==> config.mk <==
export PLATFORM = sky130hd
export DESIGN_NAME = csel5_dest_sched
export DESIGN_NICKNAME = d
export VERILOG_FILES = /design/src/rtl/csel_pkg.sv /design/src/rtl/csel_credit_ctr.sv /design/src/rtl/csel5_dest_sched.sv
export SDC_FILE = /design/constraint.sdc
export NUM_CORES = 1
export LEC_CHECK = 0
export ABC_AREA = 1
export CAP_MARGIN = 40
export CORE_AREA = 10 10 108 110
export DETAILED_ROUTE_END_ITERATION = 12
export DIE_AREA = 0 0 118 120
export PLACE_DENSITY = 0.77
export SLEW_MARGIN = 20
export SYNTH_ARGS = -nofsm -noshare
export SYNTH_HDL_FRONTEND = slang
export SYNTH_SLANG_ARGS = --single-unit
==> constraint.sdc <==
create_clock -name clk -period 3.7 [get_ports clk]
set_input_delay 1.11 -clock clk [delete_from_list [all_inputs] [get_ports clk]]
set_output_delay 1.11 -clock clk [all_outputs]
set_load 0.005 [all_outputs]
==> src/rtl/csel_pkg.sv <==
`default_nettype none
// ============================================================================
// Package : csel_pkg
// Purpose : Shared definitions for the 5-way selector issue scheduler:
//           destination count, one-hot FSM state encodings, sticky error bit
//           indices and a small modulo-5 wrap helper for the round-robin
//           picker.
// Revision: 1.0 - initial release
// ============================================================================
package csel_pkg;

  localparam int NDEST = 5;

  typedef enum logic [3:0] {
    S_IDLE  = 4'b0001,
    S_DRIVE = 4'b0010,
    S_WAIT  = 4'b0100,
    S_ERR   = 4'b1000
  } state_e;

  localparam int ERR_TMO  = 0;
  localparam int ERR_OVF  = 1;
  localparam int ERR_SPUR = 2;

  // Reduce a value in 0..9 to 0..4 (sum of two indices each below NDEST).
  function automatic logic [2:0] wrap5(input logic [3:0] v);
    return (v >= 4'd5) ? 3'(v - 4'd5) : v[2:0];
  endfunction

endpackage
`default_nettype wire

==> src/rtl/csel_credit_ctr.sv <==
`default_nettype none
// ============================================================================
// Module  : csel_credit_ctr
// Purpose : One destination's credit counter. Starts full at CREDITS,
//           decrements on dec_i, increments on ret_i; a same-cycle dec/ret
//           pair cancels. A return while already full saturates and raises
//           a 1-cycle ovf_o pulse.
// Ports   : clk, rstn (async active-low)
//           dec_i  - consume one credit (only asserted while nz_o is 1)
//           ret_i  - credit return pulse
//           nz_o   - counter is non-zero
//           ovf_o  - return arrived while already full (combinational)
// Revision: 1.0 - initial release
// ============================================================================
module csel_credit_ctr #(
  parameter int CREDITS  = 2,
  parameter int CREDIT_W = 2
) (
  input  logic clk,
  input  logic rstn,
  input  logic dec_i,
  input  logic ret_i,
  output logic nz_o,
  output logic ovf_o
);

  localparam logic [CREDIT_W-1:0] C_MAX = CREDIT_W'(CREDITS);

  logic [CREDIT_W-1:0] cnt_q, cnt_d;

  always_comb begin
    cnt_d = cnt_q;
    ovf_o = 1'b0;
    if (dec_i && !ret_i) begin
      // Guard against underflow even though the scheduler never asks for it.
      if (cnt_q != '0) cnt_d = cnt_q - 1'b1;
    end else if (ret_i && !dec_i) begin
      if (cnt_q == C_MAX) ovf_o = 1'b1;
      else                cnt_d = cnt_q + 1'b1;
    end
  end

  always_ff @(posedge clk or negedge rstn) begin
    if (!rstn) cnt_q <= C_MAX;
    else       cnt_q <= cnt_d;
  end

  assign nz_o = (cnt_q != '0);

endmodule
`default_nettype wire

==> src/rtl/csel5_dest_sched.sv <==
`default_nettype none
// ============================================================================
// Module  : csel5_dest_sched
// Purpose : Issue scheduler in front of the 5-way async selector. Accepts a
//           request (explicit mask or "any" = round-robin), checks credit,
//           registers {mask, payload} onto o_data, pulses o_drive for one
//           cycle and waits for i_free with a timeout.
// Ports   : clk, rstn (async active-low)
//           s_valid/s_ready/s_data/s_dest - request handshake
//           o_drive, o_data               - selector launch pulse and word
//           i_free                        - selector free pulse
//           i_credit_ret                  - per-destination credit returns
//           o_credit_nz, o_busy, o_err    - status and sticky errors
// Revision: 1.0 - initial release
// ============================================================================
module csel5_dest_sched
  import csel_pkg::*;
#(
  parameter int DATA_WIDTH = 32,
  parameter int CREDITS    = 2,
  parameter int CREDIT_W   = 2,
  parameter int TIMEOUT    = 255,
  parameter int TMO_W      = 8
) (
  input  logic                    clk,
  input  logic                    rstn,
  input  logic                    s_valid,
  output logic                    s_ready,
  input  logic [DATA_WIDTH-1:0]   s_data,
  input  logic [NDEST-1:0]        s_dest,
  output logic                    o_drive,
  output logic [DATA_WIDTH+4:0]   o_data,
  input  logic                    i_free,
  input  logic [NDEST-1:0]        i_credit_ret,
  output logic [NDEST-1:0]        o_credit_nz,
  output logic                    o_busy,
  output logic [2:0]              o_err
);

  state_e                  state_q, state_d;
  logic [2:0]              rr_ptr_q, rr_ptr_d;
  logic [TMO_W-1:0]        tmo_q, tmo_d;
  logic [DATA_WIDTH+4:0]   data_q, data_d;
  logic [2:0]              err_q, err_d;

  logic [NDEST-1:0]        credit_nz, credit_ovf, dec;
  logic [NDEST-1:0]        any_mask, mask;
  logic [2:0]              pick_idx, cand;
  logic                    pick_found, dest_any, eligible, accept;

  // Round-robin search: walk from the far end back toward rr_ptr so the last
  // hit written is the nearest destination with credit.
  always_comb begin
    pick_found = 1'b0;
    pick_idx   = rr_ptr_q;
    cand       = rr_ptr_q;
    for (int k = NDEST - 1; k >= 0; k--) begin
      cand = wrap5({1'b0, rr_ptr_q} + 4'(k));
      if (credit_nz[cand]) begin
        pick_found = 1'b1;
        pick_idx   = cand;
      end
    end
  end

  assign any_mask = pick_found ? (NDEST'(1) << pick_idx) : '0;
  assign dest_any = (s_dest == '0);
  assign mask     = dest_any ? any_mask : s_dest;
  // Multicast is all-or-none: every addressed destination needs credit.
  assign eligible = dest_any ? pick_found : ((s_dest & ~credit_nz) == '0);
  assign s_ready  = rstn & (state_q == S_IDLE) & eligible;
  assign accept   = s_valid & s_ready;
  assign dec      = accept ? mask : '0;

  for (genvar d = 0; d < NDEST; d++) begin : g_credit
    csel_credit_ctr #(
      .CREDITS  (CREDITS),
      .CREDIT_W (CREDIT_W)
    ) u_ctr (
      .clk   (clk),
      .rstn  (rstn),
      .dec_i (dec[d]),
      .ret_i (i_credit_ret[d]),
      .nz_o  (credit_nz[d]),
      .ovf_o (credit_ovf[d])
    );
  end

  always_comb begin
    state_d  = state_q;
    rr_ptr_d = rr_ptr_q;
    tmo_d    = tmo_q;
    data_d   = data_q;
    err_d    = err_q;
    if (|credit_ovf) err_d[ERR_OVF] = 1'b1;
    if (i_free && (state_q != S_WAIT)) err_d[ERR_SPUR] = 1'b1;
    unique case (state_q)
      S_IDLE: begin
        if (accept) begin
          state_d = S_DRIVE;
          data_d  = {mask, s_data};
          if (dest_any) rr_ptr_d = wrap5({1'b0, pick_idx} + 4'd1);
        end
      end
      S_DRIVE: begin
        tmo_d   = '0;
        state_d = S_WAIT;
      end
      S_WAIT: begin
        tmo_d = tmo_q + 1'b1;
        // A free pulse on the timeout edge still completes the transaction.
        if (i_free) begin
          state_d = S_IDLE;
        end else if (tmo_q == TMO_W'(TIMEOUT - 1)) begin
          state_d        = S_ERR;
          err_d[ERR_TMO] = 1'b1;
        end
      end
      S_ERR: begin
        state_d = S_ERR;
      end
      default: state_d = S_IDLE;
    endcase
  end

  always_ff @(posedge clk or negedge rstn) begin
    if (!rstn) begin
      state_q  <= S_IDLE;
      rr_ptr_q <= '0;
      tmo_q    <= '0;
      data_q   <= '0;
      err_q    <= '0;
    end else begin
      state_q  <= state_d;
      rr_ptr_q <= rr_ptr_d;
      tmo_q    <= tmo_d;
      data_q   <= data_d;
      err_q    <= err_d;
    end
  end

  assign o_drive     = (state_q == S_DRIVE);
  assign o_busy      = (state_q != S_IDLE);
  assign o_data      = data_q;
  assign o_err       = err_q;
  assign o_credit_nz = credit_nz;

endmodule
`default_nettype wire

==> results.toml, run 1 <==
[power_and_ir_drop]
p_seq_share_pct = 19.0
p_per_area_mw_per_mm2 = 1010
power.leakage_uw = 0.00312
vdd_drop_max_uv = 1000
p_int_uw = 3270
switching_share_pct = 47.4
combPwrFrac_pct = 71.0
p_sw_uw = 2950
clockPowerShare_pct = 10.0

[timing]
relSlewSlack_pct = 60.0
finalSetupViolCount = 1
fmax_ghz = 0.270
worst_pin_slew_ns = 0.594
setup_ws_ns = -0.0000366
hold_viol = 0
drv_slew = 0
period_share_pct = 100
period_minus_slack_ns = 3.70
clock_skew_ns = 0.00965
rsz0062_at_grt = "yes"

[place]
portBuffers = 93
dp_hpwl_um = 9700
dpl.cell_count = 857
dpl_cell_area_mm2 = 0.00555
globalplace.congestion = 0.991

[synthesis]
netlist_instances = 623
synth.top_cells.by_count = "nand2_1, nand3_1, inv_1, dfrtp_1, nand2_2"
ys.flop_type = "dfrtp_1"
synth_cell_types = 41
syn-mean-instance-area_um2 = 7.09
synthArstFlopShare_pct = 100
syn_nets = 687
ys_warn_count = 0
yosysMostFrequentCell = "nand2_1"
synth_edf_count = 0
yosysTopAreaCellShare_pct = 33.4
synth_seq_cells = 65
syn_area_mm2 = 0.00441
ys_seq_area_share_pct = 37.0
synth.largest_area_cell = "dfrtp_1"
synthTopCellsByArea = "dfrtp_1, nand2_1, nand3_1, inv_1, ha_1"

[cells_and_area]
fillers = 798
regArea_mm2 = 0.00164
area_delta_synth_final_pct = 40.1
final_nets = 814
diodes = 0
multiInputGateArea_mm2 = 0.00259
design_area_mm2 = 0.00618
instances_no_fill = 888
layout-drive-gt1-share_pct = 22.1

[routing]
drc = 0
wl_per_cell_um = 15.0
routed_wirelength_um = 13300
dr.pass1.iters = 5
antenna_left = 0
drt_iter0_drc = 361
vias = 4522
via_per_inst = 5.09

[worst_setup_path]
cp_top_family = "simple AND/OR/NAND/NOR gates"
cp_num_buf_inv = 5
worstPathRequired_ns = 2.59
reg2reg_from = "rr_ptr_q[0]"
r2r_setup_slack_ns = 0.10
end_kind = "primary output"
setup.worst_path.class = "reg -> out"
arrival_ns = 2.59
r2r_end = "rr_ptr_q[1]"
crit_chain = "inv_2 > ha_4 > inv_2 > fa_2 > inv_4 > nand2_8 > nand2_2 > o21ai_2 > nand3_1 > nand3_2 > nand2_2 > nand2_2 > nor2_4 > nand3_2 > nand2_4 > inv_2 > buf_6"
slowest_stage = "dfrtp_1"
cp_max_fo = 7
rr_worst_depth = 29
slowest_delay_ns = 0.42
start_kind = "register"

[die]
core_area_mm2 = 0.00955
die_y_um = 120
pin_count = 94
rows = 36
dieArea_mm2 = 0.0142
dieWidth_um = 118
floorplan.initialDensity_pct = 46.2

[worst_hold_path]
hold_start = "o_err[2]"
holdPathStages = 1
worstHoldPathType = "reg -> reg"
hold_end = "o_err[2]"

[global_routing]
grt_max_degree = 66
grt_util_all_layers_pct = 17.7
grt_remaining_overflow = 0
grt_pass1_wl_um = 21200
antenna_found_initial = 0
grt_pass1_vias = 4509

[cts]
clkTransAtPathRegs_ns = 0.08
cts_buffer_depth = 2
cts_buffers = 9
clkSinkCount = 65
cts_tree = "built"
cts-root-buf = "clkbuf_8"
clock_latency_ns = 0.34
htree_levels = 3

[job]
drv_cap = 0

[outcome]
outcome = "complete, but fails checks"
violations = "negative setup slack"
kinds of logic (layout without fill, tap and decap cells):
| kind of cell | count (synthesis) | after routing | synth area share, % |
|---|---|---|---|
| AO/OA/AOI/OAI | 46 | 46 | 6.01 |
| XOR/XNOR | 4 | 4 | 0.794 |
| adder cells (fa/ha/maj) | 18 | 18 | 5.27 |
| buffers and inverters | 99 | 231 | 10.7 |
| flip-flops | 65 | 65 | 37.0 |
| multiplexers | 1 | 1 | 0.227 |
| AND/OR/NAND/NOR | 390 | 390 | 40.0 |
metal layers:
| metal | part of all wire, % | up-vias | wire [um] | track usage, % |
|---|---|---|---|---|
| met4 | 3.2 | 0 | 419 | 7.81 |
| met2 | 51 | 149 | 6830 | 32.0 |
| met3 | 5.4 | 42 | 723 | 3.75 |
| li1 | - | 2225 | - | - |
| met5 | 0 | - | 0 | 0 |
| met1 | 40 | 2106 | 5320 | 19.7 |
worst max path at each step:
| stage | start | to | slack (ns) | cells past startpoint |
|---|---|---|---|---|
| after floorplan | rr_ptr_q[0] | rr_ptr_q[1] | 0.22 | 28 |
| after global placement | s_dest[3] | s_ready | -0.31 | 9 |
| after detailed placement | s_dest[3] | s_ready | -0.37 | 8 |
| after CTS | rr_ptr_q[0] | s_ready | 0.02 | 17 |
| after global routing | rr_ptr_q[0] | g_credit[3].u_ctr.cnt_q[0] | -0.17 | 28 |
| final | rr_ptr_q[0] | s_ready | -0.00004 | 17 |
state kept, by name, summed over array words and instances, names as in the netlist:
name / cells
state_q: 4
o_data: 37
g_credit.u_ctr.cnt_q: 10
tmo_q: 8
o_err: 3
rr_ptr_q: 3
layout by cell type, fill, tap and decap left out, types with 3 or more instances in the layout:
| master | netlist | routed |
|---|---|---|
| nand2_1 | 236 | 224 |
| clkdlybuf4s50_1 | 0 | 91 |
| nand3_1 | 70 | 63 |
| inv_1 | 69 | 61 |
| dfrtp_1 | 59 | 58 |
| buf_4 | 9 | 37 |
| nand2_2 | 26 | 33 |
| nor2_1 | 25 | 24 |
| inv_2 | 10 | 17 |
| o21ai_0 | 16 | 14 |
| nand3_2 | 7 | 12 |
| a21oi_1 | 11 | 11 |
| clkbuf_8 | 0 | 10 |
| nand4_1 | 9 | 9 |
| ha_4 | 0 | 9 |
| nand2_4 | 4 | 8 |
| ha_1 | 17 | 7 |
| o21ai_2 | 1 | 6 |
| dfstp_2 | 6 | 6 |
| o21ai_1 | 9 | 5 |
| xor2_1 | 3 | 3 |
| nand3b_1 | 3 | 3 |
| nor2_4 | 2 | 3 |
layout make-up:
class | count | share of cell area [%]
Clock buffer | 10 | 2.23
Sequential cell | 65 | 26.4
Tap cell | 133 | 2.69
Multi-Input combinational cell | 459 | 41.8
Inverter | 81 | 5.00
Timing Repair Buffer | 134 | 20.8
Clock inverter | 6 | 1.07
power groups by stage:
stage,sequential (uW),clock (uW),combinational [uW]
2_1_floorplan,1190,0,2330
3_3_place_gp,1170,0,3490
3_5_place_dp,1190,0,3620
4_1_cts,1180,633,3810
5_1_grt,1220,659,4860
6_report,1180,620,4410
what timing repair did:
action | 4_1_cts | 5_1_grt
hold buffers | 0 | 0
resized for setup | 39 | 37
setup buffers | 5 | 9
endpoints found under the setup margin | 5 | 16
pin swaps | 16 | 16
metrics by stage:
stage               total power, uW  util [%]  setup slack (ns)  setup TNS (ns)  hold WS [ns]
detailed placement             4810      58.1            -0.367          -0.381         0.452
CTS                            5630      61.9            0.0227               0         0.470
global placement               4660      58.1            -0.308          -0.308         0.441
finish                         6220      64.8        -0.0000366      -0.0000366         0.463
floorplan                      3520         -             0.216               0         0.451
global route                   6740      64.8            -0.171           -1.34         0.487
worst register-to-register path: cells and delay by family (launching register included):
family / cells / cell delay, ns
adders and majority gates: 4 / 0.96
DFF: 1 / 0.42
buffers and inverters: 8 / 0.73
AOI/OAI and AO/OA: 5 / 0.49
and+or+nand+nor: 12 / 0.93
(Power assumes the default switching activity.)
==> run 2: changes to the inputs <==
--- a/config.mk
+++ b/config.mk
@@ -5,12 +5,12 @@
 export SDC_FILE = /design/constraint.sdc
 export NUM_CORES = 1
 export LEC_CHECK = 0
-export ABC_AREA = 1
+export ABC_AREA = 0
 export CAP_MARGIN = 40
-export CORE_AREA = 10 10 108 110
+export CORE_AREA = 10 10 111 113
 export DETAILED_ROUTE_END_ITERATION = 12
-export DIE_AREA = 0 0 118 120
-export PLACE_DENSITY = 0.77
+export DIE_AREA = 0 0 121 123
+export PLACE_DENSITY = 0.75
 export SLEW_MARGIN = 20
 export SYNTH_ARGS = -nofsm -noshare
 export SYNTH_HDL_FRONTEND = slang
==> results.toml, run 2 <==
[cells_and_area]
layout_common_cells = "nand2_1, buf_4, clkdlybuf4s50_1"
area_delta_synth_final_pct = 59.9
final_nets = 839
largest_register_ffs = 37
diodes = 0
final_common_cell = "nand2_1"
layout-drive-gt1-share_pct = 32.1

[cts]
clkSinkCount = 65
clkTransAtPathRegs_ns = 0.09
postCtsHoldBufs = 0
cts_buffers = 9
cts_buffer_depth = 2
cts_tree = "built"
htree_levels = 3
cts-root-buf = "clkbuf_8"
clock_latency_ns = 0.36

[power_and_ir_drop]
p_per_area_mw_per_mm2 = 1020
vdd_drop_max_uv = 1600
finalPower_uw = 7570
power.leakage_uw = 0.00326

[synthesis]
syn-mean-instance-area_um2 = 8.14
synth_seq_cells = 65
ys_warn_count = 0
netlist_instances = 570
synthArstFlopShare_pct = 100
yosysTopAreaCellShare_pct = 31.8
ys_seq_area_share_pct = 35.2
syn_nets = 634
synth_edf_count = 0
yosysMostFrequentCell = "nand2_1"
synth.largest_area_cell = "dfrtp_1"
synth.top_cells.by_count = "nand2_1, dfrtp_1, a21oi_1, nor2_1, o21ai_0"
synthTopCellsByArea = "dfrtp_1, nand2_1, ha_1, dfstp_2, a21oi_1"
syn_area_mm2 = 0.00464
synth_cell_types = 75
ys.flop_type = "dfrtp_1"

[routing]
dr.pass1.iters = 6
drc = 0
vias = 5337
wl_per_cell_um = 18.7
via_per_inst = 5.83
antenna_left = 0
drt_iter0_drc = 610
routed_wirelength_um = 17100

[timing]
fmax_ghz = 0.244
worst_pin_slew_ns = 0.727
drv_slew = 0
rsz0062_at_grt = "yes"
hold_viol = 0
relSlewSlack_pct = 51.2
finalSetupTns_ns = -4.15
setup_ws_ns = -0.404
period_minus_slack_ns = 4.10
clock_skew_ns = 0.0211
period_share_pct = 111
whs_ns = 0.458
finalSetupViolCount = 20

[global_routing]
grt_remaining_overflow = 0
grt_pass1_vias = 5186
grt_pass1_wl_um = 25300
grt_max_degree = 66
grt_util_all_layers_pct = 20.6
antenna_found_initial = 0

[worst_setup_path]
end_kind = "register"
cp_top_family = "compound AO/OA/AOI/OAI gates"
start_kind = "register"
worstPathRequired_ns = 3.92
cp_num_buf_inv = 3
slowest_delay_ns = 0.50
arrival_ns = 4.33
setup.worst_path.class = "reg -> reg"
cp_max_fo = 5
crit_chain = "ha_4 > inv_2 > fa_2 > nand2b_1 > nor2_1 > a21oi_2 > o311ai_2 > buf_4 > buf_4 > a311oi_2 > o31ai_1 > a22o_1 > ha_2 > ha_2 > a31oi_4 > nor2_2 > mux2i_1 > mux2i_1"
slowest_stage = "dfrtp_2"

[die]
floorplan.initialDensity_pct = 45.8
rows = 37
pin_count = 94
die_y_um = 123
dieWidth_um = 121
core_area_mm2 = 0.0101
dieArea_mm2 = 0.0149

[place]
portBuffers = 93
dp_hpwl_um = 11600
globalplace.congestion = 0.991

[outcome]
outcome = "complete, but fails checks"
violations = "negative setup slack"

[job]
drv_cap = 0

[worst_hold_path]
worstHoldPathType = "reg -> reg"
run 2: cell types whose count changed in the layout (fill, tap and decap cells not counted), moves of 11 or more:
cell | before | now
inv_1 | 61 | 19
buf_4 | 37 | 113
nor3_1 | 2 | 13
nand2_2 | 33 | 3
nand3_1 | 63 | 11
nand2_1 | 224 | 126
nand2b_1 | 0 | 11
inv_2 | 17 | 2
a21oi_1 | 11 | 23
run 2: repair_timing:
item | in CTS | in global routing
setup buffers | 54 | 16
endpoints found under the setup margin | 20 | 54
pin swaps | 23 | 30
resized for setup | 58 | 59
gates cloned | 2 | 4
run 2: where the power goes:
| part | switching, uW | internal, uW | total, uW |
|---|---|---|---|
| logic | 2800 | 2900 | 5700 |
| clock network | 311 | 332 | 644 |
| registers | 239 | 987 | 1230 |
run 2: worst paths after layout:
check	cells past startpoint	to	slack (ns)	from
setup / recovery	18	g_credit[3].u_ctr.cnt_q[0]	-0.40	rr_ptr_q[1]
min in group asynchronous	2	rr_ptr_q[1]	0.71	rstn
setup reg to reg	18	g_credit[3].u_ctr.cnt_q[0]	-0.40	rr_ptr_q[1]
hold reg to reg	1	o_err[2]	0.46	o_err[2]
max in group asynchronous	3	g_credit[3].u_ctr.cnt_q[1]	2.41	rstn
hold / removal	1	o_err[2]	0.46	o_err[2]
run 2: metrics by stage:
step	cells	setup WS [ns]	cell area [um2]	util (%)
after floorplan	570	0.0104	4700	-
after global placement	864	-0.489	6390	63.0
after detailed placement	864	-0.554	6390	63.0
after CTS	899	-0.348	6960	68.7
after global routing	916	-0.553	7420	73.2
final	916	-0.404	7420	73.2
run 2: cell type report:
cell class / instances / area (um2)
clock buffer: 10 / 138
clock inverter: 6 / 66.3
fill: 716 / 2720
inverter: 24 / 111
multi-input combinational: 447 / 3170
sequential: 65 / 1640
tap: 136 / 170
timing repair buffer: 227 / 2120
timing repair inverter: 1 / 8.76
run 2: cells by family (layout without fill, tap and decap cells):
| kind of cell | Yosys count | count (layout) | share of synthesized area [%] |
|---|---|---|---|
| AND/OR/NAND/NOR | 273 | 274 | 29.2 |
| flip-flops | 65 | 65 | 35.2 |
| AO/OA/AOI/OAI | 142 | 142 | 22.4 |
| multiplexers | 8 | 8 | 1.73 |
| buffers and inverters | 59 | 268 | 5.50 |
| adder cells (fa/ha/maj) | 18 | 18 | 5.01 |
| XOR/XNOR | 5 | 5 | 0.944 |
run 2: metal layers:
metal | wire, um | vias to the layer above | GRT usage [%]
met5 | 0 | - | 0
met4 | 457 | 0 | 7.39
met3 | 1040 | 46 | 3.78
met2 | 8640 | 232 | 35.9
met1 | 6970 | 2601 | 25.0
li1 | - | 2458 | -
==> run 3: changes to the inputs <==
--- a/config.mk
+++ b/config.mk
@@ -10,7 +10,7 @@
 export CORE_AREA = 10 10 111 113
 export DETAILED_ROUTE_END_ITERATION = 12
 export DIE_AREA = 0 0 121 123
-export PLACE_DENSITY = 0.75
+export PLACE_DENSITY_LB_ADDON = 0.12
 export SLEW_MARGIN = 20
 export SYNTH_ARGS = -nofsm -noshare
 export SYNTH_HDL_FRONTEND = slang
==> results.toml, run 3 (synthesis results as in run 2) <==
[outcome]
outcome = "complete, but fails checks"
violations = "negative setup slack"

[timing]
clock_skew_ns = 0.0223
relSlewSlack_pct = 55.7
period_share_pct = 109
finalSetupViolCount = 20
setup_ws_ns = -0.323
rsz0062_at_grt = "yes"
period_minus_slack_ns = 4.02
drv_slew = 0
fmax_ghz = 0.249
worst_pin_slew_ns = 0.662
hold_viol = 0

[global_routing]
grt_remaining_overflow = 0
grt_pass1_vias = 4822
grt_pass1_wl_um = 23800
grt_util_all_layers_pct = 19.8
antenna_found_initial = 0
grt_max_degree = 66

[routing]
routed_wirelength_um = 15800
vias = 5084
drt_iter0_drc = 422
drc = 0
antenna_left = 0
wl_per_cell_um = 17.5
dr.pass1.iters = 5
via_per_inst = 5.64

[die]
dieWidth_um = 121
pin_count = 94
dieArea_mm2 = 0.0149
die_y_um = 123
floorplan.initialDensity_pct = 45.8
rows = 37
core_area_mm2 = 0.0101

[worst_setup_path]
slowest_stage = "dfrtp_2"
r2r_setup_slack_ns = -0.32
slowest_delay_ns = 0.47
end_kind = "register"
start_kind = "register"
crit_chain = "buf_12 > inv_6 > ha_4 > ha_4 > a21oi_4 > buf_12 > nor3_2 > nor3_2 > a21o_1 > a21oi_2 > a31oi_1 > nor2_1 > o311a_1 > a21oi_2 > buf_4 > ha_2 > a31oi_4 > o31a_1 > o221a_1"
arrival_ns = 4.33
worstPathRequired_ns = 4.00
cp_max_fo = 7
setup.worst_path.class = "reg -> reg"

[cells_and_area]
final_common_cell = "nand2_1"
diodes = 0
largest_register_ffs = 37
fillers = 755
layout_common_cells = "nand2_1, buf_4, clkdlybuf4s50_1"
utilization_pct = 71.8
final_nets = 825
layout-drive-gt1-share_pct = 30.4
area_delta_synth_final_pct = 56.8

[cts]
clkTransAtPathRegs_ns = 0.09
cts_buffer_depth = 2
htree_levels = 3
clock_latency_ns = 0.38
postCtsHoldBufs = 0
cts-root-buf = "clkbuf_8"
cts_tree = "built"
cts_buffers = 9
clkSinkCount = 65

[job]
drv_cap = 0

[worst_hold_path]
worstHoldPathType = "reg -> reg"

[power_and_ir_drop]
p_sw_uw = 3390
vdd_drop_max_uv = 1600
power.leakage_uw = 0.00319
clockPowerShare_pct = 8.9
p_seq_share_pct = 15.7
p_int_uw = 4400
switching_share_pct = 43.5
p_per_area_mw_per_mm2 = 1070
combPwrFrac_pct = 75.4
finalPower_uw = 7800

[place]
portBuffers = 93
globalplace.congestion = 0.913
dp_hpwl_um = 11300
-- run 3: worst paths after layout --
check / startpoint / end / cells past startpoint
hold / removal: o_err[2] / o_err[2] / 1
hold reg to reg: o_err[2] / o_err[2] / 1
min in group asynchronous: rstn / tmo_q[4] / 2
setup / recovery: rr_ptr_q[1] / g_credit[1].u_ctr.cnt_q[1] / 19
setup reg to reg: rr_ptr_q[1] / g_credit[1].u_ctr.cnt_q[1] / 19
max in group asynchronous: rstn / g_credit[2].u_ctr.cnt_q[1] / 3
-- run 3: cell type report --
cell class                      count  area [um2]  share of cell area, %
Inverter                           24         100                   1.37
Clock inverter                      6        91.3                   1.25
Clock buffer                       10         128                   1.75
Tap cell                          136         170                   2.34
Sequential cell                    65        1640                   22.5
Timing Repair Buffer              215        1960                   27.0
Multi-Input combinational cell    446        3190                   43.8
-- run 3: metal layers --
| layer | vias to the layer above | track usage (%) | part of all wire [%] |
|---|---|---|---|
| met1 | 2424 | 24.3 | 42 |
| li1 | 2431 | - | - |
| met5 | - | 0 | 0 |
| met4 | 0 | 6.18 | 2.6 |
| met2 | 192 | 33.8 | 50 |
| met3 | 37 | 4.28 | 6.2 |
-- run 3: power groups by stage --
stage               logic [uW]  registers, uW  clock network, uW
floorplan                 2580           1160                  0
global placement          4570           1210                  0
detailed placement        4700           1220                  0
CTS                       5110           1210                705
global route              6310           1260                735
finish                    5880           1220                697
-- run 3: metrics by stage --
| step | hold WS [ns] | cell area [um2] | cells | setup WS, ns | setup TNS [ns] |
|---|---|---|---|---|---|
| 5_1_grt | 0.489 | 7280 | 902 | -0.486 | -6.95 |
| 3_3_place_gp | 0.439 | 6390 | 861 | -0.464 | -3.08 |
| 6_report | 0.467 | 7280 | 902 | -0.323 | -4.41 |
| 2_1_floorplan | 0.451 | 4700 | 570 | 0.0104 | 0 |
| 4_1_cts | 0.469 | 6920 | 893 | -0.333 | -4.53 |
| 3_5_place_dp | 0.453 | 6390 | 861 | -0.521 | -4.46 |
-- run 3: timing repair --
item,4_1_cts,5_1_grt
setup buffers,16,9
pin swaps,18,31
endpoints found under the hold margin,0,0
gates cloned,0,1
resized for setup,49,54
setup endpoints to repair,20,20
-- run 3: critical path: cells and delay by family (launching register included) --
kind | cells | cell delay (ns)
AO/OA/AOI/OAI | 9 | 1.98
adder cells (fa/ha/maj) | 3 | 0.60
buffers and inverters | 4 | 0.53
flip-flops | 1 | 0.47
AND/OR/NAND/NOR | 3 | 0.35
